<file path="src/rtl/jacobi_pivot_search.sv">
// jacobi_pivot_search: scans the strict upper triangle of a 32x32 single-precision
// matrix, one element per cycle, and reports the largest-magnitude element, its
// position, whether it falls below the convergence threshold, and whether any
// scanned element was NaN.
module jacobi_pivot_search #(
    parameter logic [31:0] EPS = 32'h3727C5AC
) (
    input  logic          clk,
    input  logic          reset,
    input  logic          start,
    input  logic          row_valid,
    input  logic [4:0]    row_index,
    input  logic [1023:0] row_data,
    output logic          row_ready,
    output logic          busy,
    output logic          done,
    output logic [4:0]    pivot_p,
    output logic [4:0]    pivot_q,
    output logic [31:0]   pivot_val,
    output logic          converged,
    output logic          nan_seen
);

    localparam logic [1:0] IDLE     = 2'd0;
    localparam logic [1:0] WAIT_ROW = 2'd1;
    localparam logic [1:0] SCAN     = 2'd2;
    localparam logic [1:0] DONE     = 2'd3;

    logic [1:0]    state;
    logic [5:0]    row_cnt;
    logic [4:0]    col_j;
    logic [1023:0] row_buf;
    logic [4:0]    row_idx;

    logic [30:0]   max_mag;
    logic [4:0]    max_p;
    logic [4:0]    max_q;
    logic [31:0]   max_val;
    logic          nan_flag;

    logic [31:0]   elem;
    logic          upper;
    logic          take;
    logic          elem_nan;
    logic [30:0]   nxt_mag;
    logic [4:0]    nxt_p;
    logic [4:0]    nxt_q;
    logic [31:0]   nxt_val;
    logic          nxt_nan;

    // Exponent all ones with a nonzero mantissa; infinities are not NaN.
    function automatic logic is_nan(input logic [31:0] x);
        return (x[30:23] == 8'hFF) && (x[22:0] != 23'd0);
    endfunction

    // Sign-stripped bits order IEEE singles by magnitude as plain unsigned values,
    // which also makes -0 and +0 compare equal.
    function automatic logic [30:0] magnitude(input logic [31:0] x);
        return x[30:0];
    endfunction

    assign row_ready = (state == WAIT_ROW);
    assign busy      = (state != IDLE);
    assign done      = (state == DONE);

    // Evaluate the current column and form the running maximum after this cycle.
    always_comb begin
        elem     = row_buf[32*col_j +: 32];
        upper    = (col_j > row_idx);
        elem_nan = upper && is_nan(elem);
        take     = upper && !is_nan(elem) && (magnitude(elem) > max_mag);
        nxt_mag  = max_mag;
        nxt_p    = max_p;
        nxt_q    = max_q;
        nxt_val  = max_val;
        nxt_nan  = nan_flag | elem_nan;
        if (take) begin
            nxt_mag = magnitude(elem);
            nxt_p   = row_idx;
            nxt_q   = col_j;
            nxt_val = elem;
        end
    end

    // Row buffer holds only data, so it is loaded on accept without reset.
    always_ff @(posedge clk) begin
        if (state == WAIT_ROW && row_valid) begin
            row_buf <= row_data;
            row_idx <= row_index;
        end
    end

    // Control FSM, running maximum and result registers.
    always_ff @(posedge clk) begin
        if (reset) begin
            state     <= IDLE;
            row_cnt   <= 6'd0;
            col_j     <= 5'd0;
            max_mag   <= 31'd0;
            max_p     <= 5'd0;
            max_q     <= 5'd0;
            max_val   <= 32'd0;
            nan_flag  <= 1'b0;
            pivot_p   <= 5'd0;
            pivot_q   <= 5'd0;
            pivot_val <= 32'd0;
            converged <= 1'b0;
            nan_seen  <= 1'b0;
        end else begin
            case (state)
                IDLE: begin
                    if (start) begin
                        state    <= WAIT_ROW;
                        row_cnt  <= 6'd0;
                        col_j    <= 5'd0;
                        max_mag  <= 31'd0;
                        max_p    <= 5'd0;
                        max_q    <= 5'd1;
                        max_val  <= 32'd0;
                        nan_flag <= 1'b0;
                    end
                end
                WAIT_ROW: begin
                    if (row_valid) begin
                        row_cnt <= row_cnt + 6'd1;
                        col_j   <= 5'd0;
                        state   <= SCAN;
                    end
                end
                SCAN: begin
                    max_mag  <= nxt_mag;
                    max_p    <= nxt_p;
                    max_q    <= nxt_q;
                    max_val  <= nxt_val;
                    nan_flag <= nxt_nan;
                    col_j    <= col_j + 5'd1;
                    if (col_j == 5'd31) begin
                        if (row_cnt == 6'd32) begin
                            // Results include the final element, so they load from
                            // the next-state values and are valid alongside done.
                            state     <= DONE;
                            pivot_p   <= nxt_p;
                            pivot_q   <= nxt_q;
                            pivot_val <= nxt_val;
                            converged <= (nxt_mag < EPS[30:0]);
                            nan_seen  <= nxt_nan;
                        end else begin
                            state <= WAIT_ROW;
                        end
                    end
                end
                default: begin
                    state <= IDLE;
                end
            endcase
        end
    end

endmodule

</file>
<file path="config.mk">
export PLATFORM = sky130hd
export DESIGN_NAME = jacobi_pivot_search
export DESIGN_NICKNAME = d
export VERILOG_FILES = /design/src/rtl/jacobi_pivot_search.sv
export SDC_FILE = /design/constraint.sdc
export NUM_CORES = 1
export LEC_CHECK = 0
export ABC_CLOCK_PERIOD_IN_PS = 23600
export CORE_AREA = 4 4 421 423
export DETAILED_ROUTE_END_ITERATION = 10
export DIE_AREA = 0 0 425 427
export SLEW_MARGIN = 20
export SYNTH_ARGS = -nofsm -noshare
export SYNTH_HDL_FRONTEND = slang
export SYNTH_SLANG_ARGS = --single-unit
</file>
<file path="constraint.sdc">
create_clock -name clk -period 23.6 [get_ports clk]
set_input_delay 3.54 -clock clk [delete_from_list [all_inputs] [get_ports clk]]
set_output_delay 3.54 -clock clk [all_outputs]
set_load 0.05 [all_outputs]
</file>
==> results of run 1 <==
-- how the worst max path moves through the flow --
stage	to	slack, ns
6_report	max_mag[16]	14.38
3_3_place_gp	row_buf[990]	14.29
5_1_grt	max_mag[4]	13.67
2_1_floorplan	row_buf[0]	4.03
4_1_cts	max_mag[30]	14.23
3_5_place_dp	row_buf[338]	14.07
-- flip-flops by register name (all words and copies together) (netlist names) --
name,count
row_cnt,6
nan_flag,1
converged,1
max_mag,31
pivot_p,5
max_val,32
col_j,5
max_q,5
pivot_val,32
row_buf,1024
state,2
max_p,5
nan_seen,1
pivot_q,5
row_idx,5
-- power groups by stage --
| stage | Combinational, W | Clock [W] | Sequential [W] |
|---|---|---|---|
| 2_1_floorplan | 0.000135 | 0 | 0.00244 |
| 3_3_place_gp | 0.000379 | 0 | 0.00239 |
| 3_5_place_dp | 0.000382 | 0 | 0.00240 |
| 4_1_cts | 0.000384 | 0.00209 | 0.00235 |
| 5_1_grt | 0.000402 | 0.00217 | 0.00236 |
| 6_report | 0.000378 | 0.00204 | 0.00235 |
-- per-layer routing --
metal / track usage (%) / vias to the layer above
met5: 0 / -
met4: 5.521 / 24
met3: 4.994 / 277
met2: 33.66 / 1348
met1: 24.50 / 14920
li1: - / 12340
-- metrics by stage --
stage / util [%] / cells / cell area [sq um]
after floorplan: - / 2466 / 45560
after CTS: 36.52 / 6015 / 63330
after detailed placement: 34.07 / 5782 / 59100
final: 36.56 / 6040 / 63410
after global routing: 36.55 / 6032 / 63390
after global placement: 34.07 / 5782 / 59100
-- layout by cell type, fill, tap and decap left out, types with 20 or more instances in the layout --
cell type	Yosys	routed
clkinv_1	2	25
o221ai_1	20	20
nand2_1	76	75
a22oi_1	36	36
o21ba_2	27	27
edfxtp_1	1029	1029
a22o_1	46	46
a21oi_1	66	66
nand3_1	48	47
ha_1	40	40
buf_4	21	55
clkbuf_16	0	137
mux2i_1	130	130
dfxtp_1	131	126
inv_1	47	46
diode_2	0	25
nor2_1	113	112
mux4_2	210	210
and3_1	39	38
o22ai_1	29	29
clkdlybuf4s50_1	0	1078
a211oi_1	62	62
clkbuf_1	78	31
-- area by class of cell --
cell class,instances,area share (%)
well taps,2325,4.588
inverters,49,0.2960
repair buffers,1138,17.81
flip-flops and latches,1160,52.89
clock inverters,63,1.046
diodes,25,0.09867
clock buffers,170,5.634
multi-input cells,1110,17.63
-- critical path: stages (launching register included) --
cell       delay [ns]
dfxtp_4          0.65
buf_4            0.59
buf_4            0.71
buf_4            0.85
buf_4            0.72
mux4_2           0.59
a22o_1           0.26
a2111oi_1        0.72
nor2_1           0.43
ha_1             0.41
and4_1           0.16
nand4_1          0.13
o211a_1          0.24
a22oi_1          0.38
a21o_2           0.15
buf_4            0.67
nor2_2           0.03
buf_4            0.27
nor2_1           0.76
a22o_1           0.24
-- cells by family after synthesis --
group | Yosys count | share of synthesized area (%)
xor gates and xnor gates | 6 | 0.1153
DFF | 1160 | 73.58
buffers and inverters | 196 | 2.019
muxes | 357 | 13.66
adders and majority gates | 40 | 1.099
and+or+nand+nor | 353 | 3.793
AOI/OAI and AO/OA | 354 | 5.740
==> flow_summary.toml, run 1 <==
[cells_and_area]
multiInputGateArea_sq_um = 11180
regArea_sq_um = 33540
num-fill-cells = 16390
drive_above_1_share_pct = 13.98
nNetsFinal = 4663
syn_to_final_growth_pct = 39.17

[synthesis]
ys_async_sr_fraction_pct = 0
synth_cell_types = 68
synth_common_cells = "1029 x edfxtp_1, 210 x mux4_2, 131 x dfxtp_1, 130 x mux2i_1, 113 x nor2_1"
synth_seq_cells = 1160
syn_nets = 3539
synthTopCellsByArea = "edfxtp_1 68%, mux4_2 10%, dfxtp_1 5.8%, mux2i_1 2.9%, ha_1 1.1%"
synth_most_common_cell = "edfxtp_1"
synth_top_cell_area_share_pct = 67.82
netlist_area_sq_um = 45560
ys.flop_type = "edfxtp_1"
yosysSeqAreaShare_pct = 73.58
synth_cells = 2466
syn_avg_cell_area_sq_um = 18.48
synth_edf_count = 1029
yosysWarnings = 0
yosys.area.top_type = "edfxtp_1"

[timing]
finalCritPeriodShare_pct = 39.07
rsz0062_at_grt = "false"
slew_violations = 0
final.setup.worst_slack_ns = 14.38
finalSetupViolCount = 0
fmax_ghz = 0.1085
finalHoldViolCount = 0
fin_skew_ns = 0.03600
totalNegativeSetupSlack_ns = 0
slew_headroom_pct = 27.36
worst_pin_slew_ns = 1.090
min_period_ns = 9.220
holdWs_ns = 0.4612

[clock_tree]
insertion_delay_ns = 0.78
cts_buffers = 131
cts-root-buf = "clkbuf_16"
ctsResizeCount = 0
htreeDepth = 4
post_cts_buffers = 0
postCtsHoldBufs = 0
cts_buffer_depth = 3
cts_tree = "done"
cts.sinks = 1160
clkSlewWorstSetupHoldPaths_ns = 0.06

[routing]
drtIter0Drc = 2870
wl_met1_mm = 72.75
viasPerCell = 4.785
finalWirelength_mm = 184.5
top_layer_used = "met5"
route.met2.wl_mm = 93.20
dr_wl_met3_mm = 13.89
drc_errors = 0
dr.pass1.iters = 7
route.detailed.wl_per_inst_microns = 30.54
dr_total_vias = 28900
drtAntennaViolNets = 0

[power_and_ir_drop]
power_w = 0.004769
p_seq_share_pct = 49.4
swShare_pct = 21.65
comb_power_share_pct = 7.9
power_leakage_nw = 20.37
p_per_area_nw_per_um2 = 75.21
p_sw_w = 0.001032
p_int_w = 0.003736
vdd_ir_drop_max_mv = 0.05563
p_clk_share_pct = 42.7

[grt]
grt_pass1_vias = 29230
grt_overflow = 0
grt_pass1_wl_mm = 243.8
antenna_found_initial = 68
grt_max_degree = 174
track_usage_pct = 19.62

[hold_path]
min_to = "pivot_val[31]"
worstHoldPathType = "reg -> reg"
hold_start = "pivot_val[31]"
worstHoldPathCells = 2

[floorplanning]
ios = 1080
dieArea_sq_um = 181500
die_x_microns = 425
initial_core_util_pct = 26.27
core_sq_um = 173400
rows = 153
dieHeight_microns = 427

[critical_path]
crit_arrival_ns = 9.92
r2r-end = "max_mag[16]"
crit_type = "reg -> reg"
cp_max_fo = 56
r2r_slack_ns = 14.38
cp-start-kind = "flip-flop"
r2r-start = "col_j[0]"
crit_path_start = "col_j[0]"
cp.required_ns = 24.30
reg2reg_depth = 19
critPathCaptureType = "flip-flop"

[job]
max_cap_viol_count = 0

[placed_design]
pre_cts_ws_ns = 14.07
place_congestion = 0.8802
dp_hpwl_mm = 141.5
port_buffers = 1079

[status]
status = "completed"
Power figures use the tool's default switching activity.
==> run 2: changes to the inputs <==
--- a/config.mk
+++ b/config.mk
@@ -5,7 +5,7 @@
 export SDC_FILE = /design/constraint.sdc
 export NUM_CORES = 1
 export LEC_CHECK = 0
-export ABC_CLOCK_PERIOD_IN_PS = 23600
+export ABC_CLOCK_PERIOD_IN_PS = 8300
 export CORE_AREA = 4 4 421 423
 export DETAILED_ROUTE_END_ITERATION = 10
 export DIE_AREA = 0 0 425 427
==> constraint.sdc (replaced) <==
create_clock -name clk -period 8.3 [get_ports clk]
set_input_delay 1.245 -clock clk [delete_from_list [all_inputs] [get_ports clk]]
set_output_delay 1.245 -clock clk [all_outputs]
set_load 0.05 [all_outputs]
==> flow_summary.toml, run 2 (synthesis gave the netlist of run 1 again) <==
[clock_tree]
cts-root-buf = "clkbuf_16"
post_cts_buffers = 0
ctsResizeCount = 0
clkSlewWorstSetupHoldPaths_ns = 0.06
cts_tree = "done"
cts_buffer_depth = 3
htreeDepth = 4
cts.sinks = 1160
cts_buffers = 134
insertion_delay_ns = 0.78
postCtsHoldBufs = 0

[hold_path]
hold_start = "max_val[8]"
worstHoldPathType = "reg -> reg"

[placed_design]
place_congestion = 0.8876
port_buffers = 1079
dp_hpwl_mm = 142.4
dpl_cell_area_sq_um = 59310

[critical_path]
r2r-start = "col_j[0]"
r2r_slack_ns = 1.96
crit_path_start = "col_j[0]"
cp-start-kind = "flip-flop"
cp_max_fo = 39
critPathCaptureType = "flip-flop"
cp.required_ns = 8.96
crit_type = "reg -> reg"
crit_arrival_ns = 6.99

[timing]
finalSetupViolCount = 0
slew_violations = 0
holdWs_ns = 0.4673
fin_skew_ns = 0.02738
min_period_ns = 6.337
slew_headroom_pct = 24.11
rsz0062_at_grt = "false"
finalCritPeriodShare_pct = 76.35
finalHoldViolCount = 0
fmax_ghz = 0.1578
worst_pin_slew_ns = 1.134

[cells_and_area]
layout_common_cells = "1078 x clkdlybuf4s50_1, 1029 x edfxtp_1, 210 x mux4_2"
largest_reg_flops = 1024
regArea_sq_um = 33540
num-fill-cells = 16340
multiInputGateArea_sq_um = 11170
top_register = "row_buf"
reg_top3 = "row_buf (1024), max_val (32), pivot_val (32)"
syn_to_final_growth_pct = 40.11
nNetsFinal = 4685
drive_above_1_share_pct = 14.94
final_area_sq_um = 63830
layout_commonest_cell = "clkdlybuf4s50_1"

[floorplanning]
die_x_microns = 425
initial_core_util_pct = 26.27
core_sq_um = 173400
dieHeight_microns = 427
dieArea_sq_um = 181500
rows = 153
ios = 1080

[grt]
grt_use_met1_pct = 24.56
grt_overflow = 0
grt_max_degree = 151
grt-busiest-layer = "met2"
grt_pass1_wl_mm = 245.8
track_usage_pct = 19.71
grt_pass1_vias = 29730
antenna_found_initial = 72
met3_usage_pct = 4.578
gr-usage-met2_pct = 34.46

[routing]
drtIter0Drc = 2932
drtAntennaViolNets = 0
dr.pass1.iters = 5
viasPerCell = 4.784
drc_errors = 0
route.detailed.wl_per_inst_microns = 30.43
dr_total_vias = 29060
finalWirelength_mm = 184.8

[job]
max_cap_viol_count = 0

[status]
status = "completed"

[power_and_ir_drop]
p_per_area_nw_per_um2 = 215.5
vdd_ir_drop_max_mv = 0.1589
power_leakage_nw = 20.60
[run 2: cell types whose count changed in the layout (fill, tap and decap cells not counted), moves of 2 or more]
cell	delta
buf_12	+6
buf_4	+13
clkbuf_1	-12
clkinv_1	-2
clkinv_16	+3
clkinv_2	+11
clkinv_8	+2
diode_2	+8
inv_8	+2
[run 2: layout make-up]
type,count,area share (%)
antenna,33,0.1294
clock buffer,159,5.565
clock inverter,81,1.382
inverter,49,0.2960
multi-input combinational,1110,17.50
sequential,1160,52.54
tap,2325,4.557
timing repair buffer,1157,18.03
[run 2: worst paths after layout]
check | endpoint | depth (start not counted)
worst max register to register | max_q[0] | 16
worst min-delay path | max_val[8] | 2
worst max-delay path | max_q[0] | 16
worst min register to register | max_val[8] | 2
[run 2: power breakdown]
group | leakage, nW | internal, W | switching, W | total, W
logic | 7.94 | 0.000623 | 0.000465 | 0.00109
registers | 10.5 | 0.00662 | 0.0000784 | 0.00670
clock network | 2.17 | 0.00347 | 0.00250 | 0.00597
[run 2: metrics by stage]
stage | worst slack, ns | util, % | setup TNS (ns) | instances | total power, W
3_3_place_gp | 1.834 | 34.20 | 0 | 5801 | 0.007900
3_5_place_dp | 1.708 | 34.20 | 0 | 5801 | 0.007914
4_1_cts | 1.694 | 36.75 | 0 | 6041 | 0.01391
2_1_floorplan | -8.917 | - | -9197.15 | 2466 | 0.007328
6_report | 1.963 | 36.80 | 0 | 6074 | 0.01376
5_1_grt | 1.438 | 36.78 | 0 | 6058 | 0.01421
[run 2: worst max-delay path, stage by stage, from the launching register on]
cell and delay, ns:
dfxtp_4 0.82, buf_12 0.35, mux4_2 0.54, a22o_1 0.24
a211oi_1 0.56, nor2_1 0.38, ha_1 0.39, nand4_1 0.17
nor3_1 0.22, nand3_1 0.15, o211a_1 0.24, a22oi_1 0.38
a21o_2 0.30, buf_4 0.37, or2_2 0.59, nor2_1 0.09
a311oi_1 0.29
[run 2: per-layer routing]
layer / share of wire (%) / vias to the layer above
met2: 51 / 1291
met3: 7.2 / 261
met1: 39 / 15110
li1: - / 12380
met5: 0.032 / -
met4: 2.4 / 10
